==> src/rtl/rv_wb_pkg.sv <==
// rv_wb_pkg: shared widths and the write-back request type for the write-back block
// Contents: XLEN, NREG, REG_ADDR_W and wb_req_t {we, rd, data}
package rv_wb_pkg;
    localparam int XLEN       = 32;
    localparam int NREG       = 32;
    localparam int REG_ADDR_W = 5;

    typedef struct packed {
        logic                  we;
        logic [REG_ADDR_W-1:0] rd;
        logic [XLEN-1:0]       data;
    } wb_req_t;
endpackage

==> src/rtl/wb_fifo.sv <==
// wb_fifo: in-order buffer of LSU/MUL write-back requests
// Ports: clk, rst (sync, active-high); push_i/din_i enqueue when not full;
//        pop_i dequeues when not empty; dout_o is the head entry;
//        full_o/empty_o/count_o are decoded from the registered count.
module wb_fifo
    import rv_wb_pkg::*;
#(
    parameter int DEPTH = 2,
    localparam int AW = $clog2(DEPTH),
    localparam int CW = $clog2(DEPTH + 1)
) (
    input  logic          clk,
    input  logic          rst,
    input  logic          push_i,
    input  wb_req_t       din_i,
    input  logic          pop_i,
    output wb_req_t       dout_o,
    output logic          full_o,
    output logic          empty_o,
    output logic [CW-1:0] count_o
);
    wb_req_t       mem_q [DEPTH];
    logic [AW-1:0] wr_q, rd_q;
    logic [CW-1:0] cnt_q;
    logic          do_push, do_pop;

    // Full/empty come from pre-edge state, so a push and a pop in the same edge both use the old count.
    assign full_o  = cnt_q == CW'(DEPTH);
    assign empty_o = cnt_q == '0;
    assign count_o = cnt_q;
    assign dout_o  = mem_q[rd_q];
    assign do_push = push_i && !full_o;
    assign do_pop  = pop_i && !empty_o;

    always_ff @(posedge clk) begin
        if (do_push) mem_q[wr_q] <= din_i;
    end

    // DEPTH is a power of two, so the pointers wrap naturally.
    always_ff @(posedge clk) begin
        if (rst) begin
            wr_q  <= '0;
            rd_q  <= '0;
            cnt_q <= '0;
        end else begin
            wr_q  <= do_push ? wr_q + AW'(1) : wr_q;
            rd_q  <= do_pop ? rd_q + AW'(1) : rd_q;
            cnt_q <= cnt_q + CW'(do_push) - CW'(do_pop);
        end
    end
endmodule

==> src/rtl/wb_write_ctrl.sv <==
// wb_write_ctrl: register-file write port owner merging ALU and buffered LSU/MUL results, plus busy scoreboard
// Ports: clk, rst (sync, active-high)
//        alu_valid/alu_rd/alu_data      single-cycle results, highest priority, never stalled
//        issue_valid/issue_rd           long-latency issue, marks rd busy
//        lsu_valid/lsu_ready/lsu_rd/lsu_data  long-latency results into the FIFO
//        busy_vec                       pending-write scoreboard (bit 0 always 0)
//        fifo_full                      stall request for new long-latency issue
//        reg_write/rd_addr/wb_data      registered register-file write port
module wb_write_ctrl
    import rv_wb_pkg::*;
#(
    parameter int FIFO_DEPTH = 2
) (
    input  logic                  clk,
    input  logic                  rst,
    input  logic                  alu_valid,
    input  logic [REG_ADDR_W-1:0] alu_rd,
    input  logic [XLEN-1:0]       alu_data,
    input  logic                  issue_valid,
    input  logic [REG_ADDR_W-1:0] issue_rd,
    input  logic                  lsu_valid,
    output logic                  lsu_ready,
    input  logic [REG_ADDR_W-1:0] lsu_rd,
    input  logic [XLEN-1:0]       lsu_data,
    output logic [NREG-1:0]       busy_vec,
    output logic                  fifo_full,
    output logic                  reg_write,
    output logic [REG_ADDR_W-1:0] rd_addr,
    output logic [XLEN-1:0]       wb_data
);
    localparam int CW = $clog2(FIFO_DEPTH + 1);

    wb_req_t       head, wp_q, wp_d;
    logic [NREG-1:0] busy_q, busy_d;
    logic [CW-1:0] count;
    logic          full, empty, push, pop;

    assign lsu_ready = count != CW'(FIFO_DEPTH);
    assign fifo_full = full;
    assign push      = lsu_valid && lsu_ready;
    // ALU owns the port whenever it has a result; the FIFO drains only in ALU bubbles.
    assign pop       = !alu_valid && !empty;

    wb_fifo #(.DEPTH(FIFO_DEPTH)) u_fifo (
        .clk    (clk),
        .rst    (rst),
        .push_i (push),
        .din_i  (wb_req_t'{we: 1'b1, rd: lsu_rd, data: lsu_data}),
        .pop_i  (pop),
        .dout_o (head),
        .full_o (full),
        .empty_o(empty),
        .count_o(count)
    );

    // x0 writes are still consumed but never enable the register file.
    always_comb begin
        wp_d = alu_valid ? wb_req_t'{we: alu_rd != '0, rd: alu_rd, data: alu_data}
             : pop       ? wb_req_t'{we: head.we && head.rd != '0, rd: head.rd, data: head.data}
             :             wb_req_t'{we: 1'b0, rd: wp_q.rd, data: wp_q.data};
    end

    // Clear first, then set, so a same-edge re-issue of the popped register stays busy.
    always_comb begin
        busy_d = busy_q;
        if (pop) busy_d[head.rd] = 1'b0;
        if (issue_valid) busy_d[issue_rd] = 1'b1;
        busy_d[0] = 1'b0;
    end

    always_ff @(posedge clk) begin
        if (rst) begin
            wp_q   <= '0;
            busy_q <= '0;
        end else begin
            wp_q   <= wp_d;
            busy_q <= busy_d;
        end
    end

    assign reg_write = wp_q.we;
    assign rd_addr   = wp_q.rd;
    assign wb_data   = wp_q.data;
    assign busy_vec  = busy_q;

    // Issuing to a register that is still pending (and not retiring this edge) is an ID-stage bug.
    assert property (@(posedge clk) disable iff (rst)
        !(issue_valid && issue_rd != '0 && busy_q[issue_rd] && !(pop && head.rd == issue_rd)));
endmodule

==> config.mk <==
export PLATFORM = sky130hd
export DESIGN_NAME = wb_write_ctrl
export DESIGN_NICKNAME = d
export VERILOG_FILES = /design/src/rtl/rv_wb_pkg.sv /design/src/rtl/wb_fifo.sv /design/src/rtl/wb_write_ctrl.sv
export SDC_FILE = /design/constraint.sdc
export NUM_CORES = 1
export LEC_CHECK = 0
export CAP_MARGIN = 0
export CORE_UTILIZATION = 25
export CTS_CLUSTER_DIAMETER = 120
export CTS_CLUSTER_SIZE = 30
export DETAILED_ROUTE_END_ITERATION = 6
export PLACE_DENSITY = 0.45
export SLEW_MARGIN = 30
export SYNTH_ARGS = -nofsm -noshare
export SYNTH_HDL_FRONTEND = slang
export SYNTH_HIERARCHICAL = 1
export SYNTH_SLANG_ARGS = --single-unit
==> constraint.sdc <==
create_clock -name clk -period 4.1 [get_ports clk]
set_input_delay 0.82 -clock clk [delete_from_list [all_inputs] [get_ports clk]]
set_output_delay 0.82 -clock clk [all_outputs]
set_load 0.005 [all_outputs]
# [Word-level counts from Yosys, hierarchy flattened]
# Memory sizes are Yosys's and may differ from the RTL's. A register that Yosys moved wholly into a read port is not among the register bits.
# Index checks and enable logic that the tools add are counted.
[word_totals] out_inout_bits=72 register_bits=74 elab_cells=48 ramBits=74 memories=1 inputBits=84
[op_classes] eq_ne=2 n_lt_le_gt_ge=4 addsub=4 n_mux=12 bitwise=3 n_reduce_logical=14
[memory_table] name="u_fifo.mem_q" depth=2 word_bits=37 read_ports=1 rd_ports_with_merged_regs=1 write_ports=1 line_no="wb_fifo.sv:22" text="wb_req_t mem_q [DEPTH];"
[op_table] op="38-bit two-way mux" n=2
[op_table] op="32-bit two-way mux" n=2
[op_table] op="32-bit AND" n=1
[op_table] op="32-bit NOT" n=1
[op_table] op="32-bit bitwise OR" n=1
[op_table] op="5-bit by 6-bit < comparator with 1-bit output (second input constant)" n=2
[op_table] op="1-bit demux with 5-bit select" n=2
[op_table] op="5-bit by 1-bit >= comparator with 1-bit output (second input constant)" n=2
[op_table] op="5-bit nonzero test" n=2
[op_table] op="1-bit logical AND" n=6
[op_table] op="1-bit two-way mux" n=6
[op_table] op="1-bit zero test" n=3
[op_table] op="1-bit adder (second input constant)" n=2
[op_table] op="2-bit by 1-bit adder with 2-bit output" n=1
[op_table] op="2-bit == test (second input constant)" n=1
[op_table] op="2-bit zero test" n=1
[op_table] op="2-bit != test (second input constant)" n=1
[op_table] op="2-bit nonzero test" n=1
[op_table] op="2-bit by 1-bit subtractor with 2-bit output" n=1
[op_table] op="1-bit logical AND (first input constant)" n=1

# [Longest topological paths before layout]
# Gate-level depths: netlist of run 1.
[logic_depth] word_depth=9 depth_mapped=11 depth_no_buf=9

# [Hierarchy]
# The synthesis of run 1 kept the hierarchy.
[modules_own_cells] mod="wb_write_ctrl" seq_area_each_um2=1381.3 n_inst=1 cells_per_inst=329 area_each_um2=3169.3
[modules_own_cells] mod="wb_fifo" seq_area_each_um2=2382.3 n_inst=1 cells_per_inst=145 area_each_um2=2976.6

# [Least setup slack after synthesis of run 1]
# Ideal clock, no wire load.
[synth_timing] path_type="input port to flip-flop" start="input port lsu_valid" end="memory u_fifo/mem_q[0][0] in the netlist's numbering (enable)" n_path_buf=0 stages=4 slack_ns=1.596 required_time_ns=3.707 arrival_time_ns=2.111 setup_time_ns=0.393 path_cell_list="and2_1 inv_1 or3_1 inv_1"
[synth_via] elab_chain_cells=4
[synth_rtl] element="from (decl)" line_no="wb_write_ctrl.sv:21" text="input logic lsu_valid,"
[synth_rtl] element="1-bit logical AND" line_no="wb_write_ctrl.sv:40" text="assign push = lsu_valid && lsu_ready;"
[synth_rtl] element="1-bit logical AND" line_no="wb_fifo.sv:32" text="assign do_push = push_i && !full_o;"
[synth_rtl] element="1-bit two-way mux" line_no="wb_fifo.sv:36" text="if (do_push) mem_q[wr_q] <= din_i;"
[synth_rtl] element="1-bit two-way mux (not written as such)" line_no="wb_fifo.sv:36"
[synth_rtl] element="to (decl)" line_no="wb_fifo.sv:22"
# No other way between the ends.

# [Worst setup path in the final report of run 1]
[layout_timing] start="input port lsu_valid" end="memory u_fifo/mem_q[0][6] in the netlist's numbering (enable)"
[layout_via] elab_chain_cells=4
[layout_rtl] element="1-bit logical AND" line_no="wb_write_ctrl.sv:40"
[layout_rtl] element="named net push" line_no="wb_write_ctrl.sv:36" text="logic full, empty, push, pop;"
[layout_rtl] element="1-bit logical AND" line_no="wb_fifo.sv:32"
[layout_rtl] element="1-bit two-way mux" line_no="wb_fifo.sv:36"
[layout_rtl] element="1-bit two-way mux (not written as such)" line_no="wb_fifo.sv:36"
# The timed path passes the listed nets, and every way through them passes these cells.

==> results.json, run 1 <==
{
  "status": "complete, no violations",
  "setup_violations": 0,
  "drv_slew": 0,
  "grt_pass1_vias": 4483,
  "post-route-period-util_pct": 62.3,
  "ys_ff_latch": 150,
  "grt_max_degree": 44,
  "cp-end-kind": "flop",
  "crit_fanout": 38,
  "ys_warn_count": 6,
  "cts_htree_levels": 4,
  "finalPower_mw": 4.85,
  "vias": 4163,
  "netlist_instances": 474,
  "ys_seq_area_share_pct": 61.2,
  "ios": 156,
  "area_delta_synth_final_pct": 39.8,
  "path_cells": "clkdlybuf4s50_1 > and2_1 > inv_1 > or3_1 > inv_2",
  "cts_setup_buffers": 0,
  "die_h_um": 159,
  "grt_pass1_wl_um": 24500,
  "cts_tree": "done",
  "holdBufCountCts": 0,
  "cp-start-kind": "input pin",
  "nets": 713,
  "synth_ff_type": "edfxtp_1",
  "peakVddDrop_uv": 218,
  "tns_ns": 0,
  "path_class": "in -> reg",
  "fmax_ghz": 0.392,
  "fp.dieW_um": 159,
  "drc_errors": 0,
  "cellLeakagePower_nw": 3.06,
  "crit_slowest_cell": "inv_2",
  "arrival_ns": 2.59,
  "r2r_setup_slack_ns": 1.73,
  "rsz0062_at_grt": "false",
  "routedWlPerCell_um": 16.4,
  "clk_latency_ns": 0.42,
  "tightest_slew_ns": 0.915,
  "gp_congestion": 0.794,
  "cts-root-buf": "clkbuf_16",
  "drtPass1Iterations": 4,
  "drt_iter0_drc": 158,
  "skew_ns": 0.00771,
  "synth.distinct_cells": 37,
  "rows": 57,
  "antenna_left": 0,
  "cts-resized-gates": 0,
  "clk_pin_slew_worst_paths_ns": 0.06,
  "syn_area_per_cell_um2": 13.0,
  "synth_edf_count": 76,
  "hold_viol_final": 0,
  "fin_crit_ns": 2.55,
  "maxCapViolations": 0,
  "crit_path_max_incr_delay_ns": 0.66,
  "worstPathRequired_ns": 4.14,
  "core_um2": 24200,
  "hold_path_class": "reg -> reg",
  "power.density_nw_per_um2": 564,
  "globalRouteOverflowTotal": 0,
  "antenna_found_initial": 2,
  "slew_headroom_pct": 39.0,
  "cts_inserted_buffers": 17,
  "grt_usage_pct": 12.9,
  "drive_gt1_share_pct": 19.2,
  "ctsLongestPathBuffers": 2,
  "diodes": 0,
  "clock_sinks": 150,
  "async_reset_ff_share_pct": 0,
  "netlist_area_um2": 6150,
  "io_buffer_count": 154,
  "die-area_um2": 25200,
  "hpwl_um": 10900,
  "routed_wl_um": 15800,
  "vias_per_cell": 4.32,
  "start_util_pct": 25.3
}
[path summary, 6_finish.rpt]
path | end | cells past startpoint | start
setup reg to reg | busy_vec[25] | 4 | flop
setup / recovery | u_fifo/mem_q[0][6] | 5 | lsu_valid
hold reg to reg | u_fifo/wr_q | 2 | u_fifo/wr_q
hold / removal | u_fifo/wr_q | 2 | u_fifo/wr_q
[critical path: cells and delay by family]
family | cells | cell delay [ns]
buf+inv | 3 | 1.18
simple gates | 2 | 0.55
[power by group]
part	leakage [nW]	switching, mW	internal, mW
Sequential	1.32	0.105	1.85
Combinational	1.47	0.591	0.701
Clock	0.282	0.613	0.984
Total	3.06	1.31	3.54
[kinds of logic (layout without fill, tap and decap cells)]
logic type / Yosys count / in the layout / synth area share, %
compound gates: 68 / 68 / 5.64
simple gates: 109 / 109 / 10.0
other cells: 2 / 3 / 0.122
xor+xnor: 2 / 2 / 0.285
buf+inv: 29 / 194 / 2.54
flops: 150 / 150 / 61.2
mux: 112 / 112 / 19.8
fa+ha+maj: 2 / 2 / 0.407
[layout make-up]
type / instances / area (um2)
Timing Repair Buffer: 158 / 1560
Tap cell: 324 / 405
Inverter: 4 / 15.0
Multi-Input combinational cell: 296 / 2240
Clock buffer: 19 / 453
Fill cell: 2416 / 15700
Sequential cell: 150 / 3760
Clock inverter: 13 / 154
[Yosys cell counts, types with 2 or more instances]
| library cell | count | area (um2) |
|---|---|---|
| o21ai_1 | 38 | 190 |
| buf_6 | 4 | 45.0 |
| dfxtp_1 | 74 | 1480 |
| or4b_1 | 2 | 20.0 |
| nand2_1 | 3 | 11.3 |
| or3_1 | 3 | 18.8 |
| inv_1 | 3 | 11.3 |
| nor2b_1 | 32 | 200 |
| conb_1 | 2 | 7.51 |
| nand2b_1 | 2 | 12.5 |
| edfxtp_1 | 76 | 2280 |
| and2_1 | 2 | 12.5 |
| a21oi_1 | 2 | 10.0 |
| nand3b_1 | 6 | 45.0 |
| buf_2 | 11 | 55.1 |
| o21ai_0 | 26 | 130 |
| mux2_2 | 75 | 845 |
| nor2_1 | 43 | 161 |
| or3b_2 | 5 | 43.8 |
| mux2i_1 | 37 | 370 |
| clkbuf_1 | 9 | 33.8 |
| nand4bb_1 | 2 | 22.5 |
| ha_1 | 2 | 25.0 |
| nand3_1 | 2 | 10.0 |
[cells in the final DEF, fill, tap and decap left out, drive strengths merged, types with 3 or more instances in the layout]
master / instances
clkdlybuf4s50: 152
edfxtp: 76
mux2: 75
dfxtp: 74
o21ai: 64
nor2: 43
mux2i: 37
nor2b: 32
clkbuf: 19
nand3b: 6
buf: 6
or3b: 5
clkinvlp: 5
inv: 5
clkinv: 4
nand2: 3
or3: 3
conb: 3
bufinv: 3
nand2b: 3
[sequential cells by signal, indices dropped and copies added, names as in the netlist, named ones only]
| signal | flops |
|---|---|
| reg_write | 1 |
| u_fifo/wr_q | 1 |
| u_fifo/mem_q | 76 |
| wb_data | 32 |
| rd_addr | 5 |
| u_fifo/count_o | 2 |
| u_fifo/rd_q | 1 |
| busy_vec | 31 |
[stage by stage]
step | util (%) | hold WS, ns | instances | setup slack (ns) | area (um2)
after floorplan | - | 0.451 | 475 | 1.60 | 6150
after detailed placement | 32.9 | 0.491 | 932 | 1.09 | 7990
after global placement | 32.9 | 0.475 | 932 | 1.08 | 7980
final | 35.4 | 0.503 | 964 | 1.55 | 8590
after CTS | 35.4 | 0.504 | 964 | 1.52 | 8590
after global routing | 35.4 | 0.543 | 964 | 1.44 | 8590
[per-layer routing]
| metal | vias to the layer above | GRT usage, % | wire length, um |
|---|---|---|---|
| met5 | - | 0 | 21 |
| met4 | 4 | 4.15 | 201 |
| met3 | 22 | 5.88 | 1420 |
| met2 | 138 | 20.6 | 7260 |
| met1 | 1985 | 15.3 | 6940 |
| li1 | 2014 | - | - |
(Power assumes the default switching activity.)
==> run 2: changes to the inputs <==
==> constraint.sdc (replaced) <==
create_clock -name clk -period 2.5 [get_ports clk]
set_input_delay 0.5 -clock clk [delete_from_list [all_inputs] [get_ports clk]]
set_output_delay 0.5 -clock clk [all_outputs]
set_load 0.005 [all_outputs]
==> run 2 against run 1 <==
Effect of this change: clock skew up 0.0021 ns; final area barely moved; clock power up 50%; sequential power rose by 63%; routed wire length is 0.78% higher; utilization is essentially flat; count of clock-buffer cells in the layout up 1; die area did not move; power increased by 61%.
==> results.json, run 2 (synthesis gave the netlist of run 1 again) <==
{
  "setup_violations": 0,
  "slew_headroom_pct": 51.2,
  "antenna_left": 0,
  "largest_register_ffs": 76,
  "final_common_cell": "clkdlybuf4s50_1",
  "critical_path.top_delay_family": "simple AND/OR/NAND/NOR gates",
  "drt_iter0_drc": 202,
  "drive_gt1_share_pct": 19.3,
  "clk_latency_ns": 0.41,
  "crit_fanout": 11,
  "hold_viol_final": 0,
  "grt_pass1_wl_um": 25300,
  "most-common-layout-cells": "152 x clkdlybuf4s50_1, 76 x edfxtp_1, 75 x mux2_2",
  "diodes": 0,
  "ios": 156,
  "pwr-share-comb_pct": 28.3,
  "tightest_slew_ns": 0.732,
  "cellLeakagePower_nw": 3.07,
  "clk_pin_slew_worst_paths_ns": 0.06,
  "antenna_found_initial": 2,
  "path_class": "reg -> reg",
  "hpwl_um": 11200,
  "finalPower_mw": 7.80,
  "core_um2": 24200,
  "setup_slack_ns": 0.437,
  "p_switching_mw": 2.12,
  "io_buffer_count": 154,
  "rsz0062_at_grt": "false",
  "post-route-period-util_pct": 82.5,
  "fin_crit_ns": 2.06,
  "globalRouteOverflowTotal": 0,
  "grt_usage_pct": 13.1,
  "cts_htree_levels": 4,
  "area_delta_synth_final_pct": 39.7,
  "cts-root-buf": "clkbuf_16",
  "status": "complete, no violations",
  "crit_path_max_incr_delay_ns": 0.68,
  "worstPathRequired_ns": 2.78,
  "vias": 4208,
  "gp_congestion": 0.789,
  "fp.dieW_um": 159,
  "die-area_um2": 25200,
  "crit_buf_inv": 0,
  "die_h_um": 159,
  "ctsLongestPathBuffers": 2,
  "cts_tree": "done",
  "hold_path_class": "reg -> reg",
  "clockPowerShare_pct": 30.8,
  "tns_ns": 0,
  "holdBufCountCts": 0,
  "sw_frac_of_total_pct": 27.1,
  "arrival_ns": 2.34,
  "top_register": "u_fifo/mem_q",
  "fmax_ghz": 0.485,
  "cp-start-kind": "flop",
  "rows": 57,
  "clock_sinks": 150,
  "pwr-share-seq_pct": 40.9,
  "skew_ns": 0.00979,
  "drv_slew": 0,
  "cts_setup_buffers": 0,
  "maxCapViolations": 0,
  "vias_per_cell": 4.35,
  "drtPass1Iterations": 4,
  "routed_wl_um": 16000,
  "start_util_pct": 25.3,
  "cts-resized-gates": 0,
  "stdcell_count": 967,
  "internal_power_mw": 5.68,
  "nets": 717,
  "grt_max_degree": 39,
  "dp.cells": 936,
  "crit_slowest_cell": "or4b_1",
  "path_cells": "mux2_2 > or4b_1 > o21ai_0 > o21ai_1",
  "peakVddDrop_uv": 385,
  "routedWlPerCell_um": 16.5,
  "power.density_nw_per_um2": 908,
  "cp-end-kind": "flop",
  "drc_errors": 0,
  "grt_pass1_vias": 4513,
  "dp_slack_ns": 0.247,
  "cts_inserted_buffers": 17
}
==> run 2: power groups by stage <==
stage	Clock, mW	Combinational, mW	Sequential, mW
floorplan	0	1.45	3.20
global placement	0	2.21	3.23
detailed placement	0	2.25	3.25
CTS	2.48	2.26	3.20
global route	2.60	2.43	3.23
finish	2.40	2.21	3.19
==> run 2: tightest hold or removal path: stages (launching register included) <==
cell and delay [ns]:
dfxtp_1 0.31, o21ai_0 0.07, a21oi_1 0.06
==> run 2: worst paths after layout <==
kind                                   from            to  slack, ns  cells after the start
worst min-delay path            u_fifo/wr_q   u_fifo/wr_q       0.49                      2
worst max register to register         flop  busy_vec[26]       0.44                      4
worst max-delay path                   flop  busy_vec[26]       0.44                      4
worst min register to register  u_fifo/wr_q   u_fifo/wr_q       0.49                      2
==> run 2: layout make-up <==
| cell class | count | area [um2] |
|---|---|---|
| sequential | 150 | 3760 |
| inverter | 4 | 15.0 |
| multi-input combinational | 296 | 2240 |
| fill | 2436 | 15700 |
| clock buffer | 20 | 437 |
| timing repair buffer | 162 | 1620 |
| clock inverter | 11 | 111 |
| tap | 324 | 405 |
==> run 2: layer usage <==
metal	track usage, %	share of wire [%]
met1	15.8	44
met4	3.13	0.85
met2	21.3	46
met5	0	0.11
met3	6.01	9.0
==> run 2: metrics by stage <==
| step | hold slack (ns) | instance area [um2] | utilization (%) |
|---|---|---|---|
| after CTS | 0.491 | 8590 | 35.4 |
| after global routing | 0.524 | 8590 | 35.4 |
| after floorplan | 0.451 | 6150 | - |
| after global placement | 0.475 | 8040 | 33.2 |
| final | 0.490 | 8590 | 35.4 |
| after detailed placement | 0.482 | 8040 | 33.2 |
==> run 3: changes to the inputs <==
==> constraint.sdc (replaced) <==
create_clock -name clk -period 1.9 [get_ports clk]
set_input_delay 0.38 -clock clk [delete_from_list [all_inputs] [get_ports clk]]
set_output_delay 0.38 -clock clk [all_outputs]
set_load 0.005 [all_outputs]
==> run 3 against run 2 <==
Effect of this change: critical endpoint is now u_fifo/count_o[1]; final area grew 3.4%; clock power rose by 48%; power grew 39%; via count increased by 0.55%; sequential share of layout area shrank 1.3 points; highest routed layer is now met4; clock skew down 0.0017 ns.
==> results.json, run 3 (synthesis gave the netlist of run 1 again) <==
{
  "status": "complete, no violations",
  "arrival_ns": 2.12,
  "finalPower_mw": 10.9,
  "final_common_cell": "clkdlybuf4s50_1",
  "multi_input_area_um2": 2250,
  "clk_pin_slew_worst_paths_ns": 0.06,
  "drt_iter0_drc": 227,
  "hold_path_class": "in -> reg",
  "fp.dieW_um": 159,
  "skew_ns": 0.00812,
  "final-seq-area_um2": 3770,
  "vias": 4231,
  "vias_per_cell": 4.28,
  "core_um2": 24200,
  "die_h_um": 159,
  "post_dp_cell_area_um2": 8220,
  "grt_max_degree": 51,
  "drv_slew": 0,
  "crit_path_max_incr_delay_ns": 0.34,
  "area_delta_synth_final_pct": 44.4,
  "setup_slack_ns": 0.0715,
  "grt_pass1_wl_um": 24900,
  "antenna_left": 0,
  "grt_pass1_vias": 4457,
  "fin_crit_ns": 1.83,
  "dp_slack_ns": -0.268,
  "path_cells": "buf_4 > nor2_4 > nor2_4 > o21a_1 > ha_1 > inv_1 > ha_1 > xor2_1 > and2_1 > nor3_2",
  "cp-end-kind": "flop",
  "crit_fanout": 5,
  "clock_sinks": 150,
  "power.density_nw_per_um2": 1230,
  "globalRouteOverflowTotal": 0,
  "cts_tree": "done",
  "gp_congestion": 0.763,
  "drc_errors": 0,
  "maxCapViolations": 0,
  "cts-root-buf": "clkbuf_16",
  "top_register": "u_fifo/mem_q",
  "routed_wl_um": 16200,
  "hpwl_um": 11400,
  "largest_register_ffs": 76,
  "nets": 736,
  "cts_htree_levels": 4,
  "holdBufCountCts": 0,
  "io_buffer_count": 154,
  "routedWlPerCell_um": 16.4,
  "most-common-layout-cells": "150 x clkdlybuf4s50_1, 76 x edfxtp_1, 75 x mux2_2",
  "die-area_um2": 25200,
  "tightest_slew_ns": 0.515,
  "fmax_ghz": 0.547,
  "stdcell_count": 989,
  "drive_gt1_share_pct": 22.3,
  "ctsLongestPathBuffers": 2,
  "antenna_found_initial": 2,
  "cellLeakagePower_nw": 3.21,
  "slew_headroom_pct": 65.7,
  "start_util_pct": 25.3,
  "worstPathRequired_ns": 2.20,
  "grt_usage_pct": 13.0,
  "crit_slowest_cell": "dfxtp_4",
  "clk_latency_ns": 0.42,
  "path_class": "reg -> reg",
  "final_cell_area_um2": 8880,
  "drtPass1Iterations": 5,
  "hold_viol_final": 0,
  "dp.cells": 953,
  "hold_ws_ns": 0.465,
  "nFillCells": 2368,
  "post-route-period-util_pct": 96.2,
  "cts_inserted_buffers": 17,
  "rows": 57,
  "cp-start-kind": "flop",
  "ios": 156,
  "peakVddDrop_uv": 529,
  "setup_violations": 0
}
run 3: cell types whose count changed in the layout (fill, tap and decap cells not counted), moves of 2 or more:
cell and delta:
buf_12 +4, buf_4 +15, bufinv_16 +2, clkdlybuf4s50_1 -2
clkinv_2 -4, clkinv_4 +3, dfxtp_1 -2, dfxtp_4 +2
diode_2 +2
run 3: stage by stage:
step                      TNS, ns  util, %
final                           0     36.6
after CTS                       0     36.5
after global routing      -0.0216     36.6
after detailed placement    -9.61     33.9
after global placement      -9.88     33.9
after floorplan                 0        -
run 3: worst max-delay path, delay by kind of cell (launching register included):
family | cells | cell delay [ns]
and+or+nand+nor | 4 | 0.44
AOI/OAI and AO/OA | 1 | 0.11
DFF | 1 | 0.34
buffers and inverters | 2 | 0.18
adders and majority gates | 2 | 0.45
xor gates and xnor gates | 1 | 0.19
run 3: repair_timing:
item | CTS | global route
resized for setup | 5 | 6
pin swaps | 0 | 4
setup buffers | 1 | 1
endpoints found under the setup margin | 3 | 8
run 3: final cells by class:
| type | count | share of cell area (%) |
|---|---|---|
| sequential | 150 | 42.5 |
| timing repair buffer | 181 | 20.4 |
| inverter | 4 | 0.211 |
| tap | 324 | 4.57 |
| multi-input combinational | 296 | 25.3 |
| clock inverter | 11 | 1.97 |
| clock buffer | 21 | 4.96 |
| antenna | 2 | 0.0564 |
run 3: path summary, 6_finish.rpt:
path / start / to / slack, ns / cells past startpoint
worst min register to register: u_fifo/wr_q / u_fifo/wr_q / 0.49 / 2
worst min-delay path: alu_valid / reg_write / 0.46 / 5
worst max register to register: u_fifo/count_o[0] / u_fifo/count_o[1] / 0.07 / 10
worst max-delay path: u_fifo/count_o[0] / u_fifo/count_o[1] / 0.07 / 10
run 3: routing by layer:
metal  vias up  share of wire [%]  routed length (um)  global-route usage [%]
met1      2013                 45                7240                    15.5
li1       2067                  -                   -                       -
met4         0                1.5                 250                    4.90
met2       129                 47                7610                    21.2
met5         -                  0                   0                       0
met3        22                7.0                1130                    4.57
run 3: report_power, final:
group,leakage (nW),internal (mW),switching (mW)
Combinational,1.60,1.75,1.40
Sequential,1.32,4.00,0.175
Clock,0.292,2.21,1.35
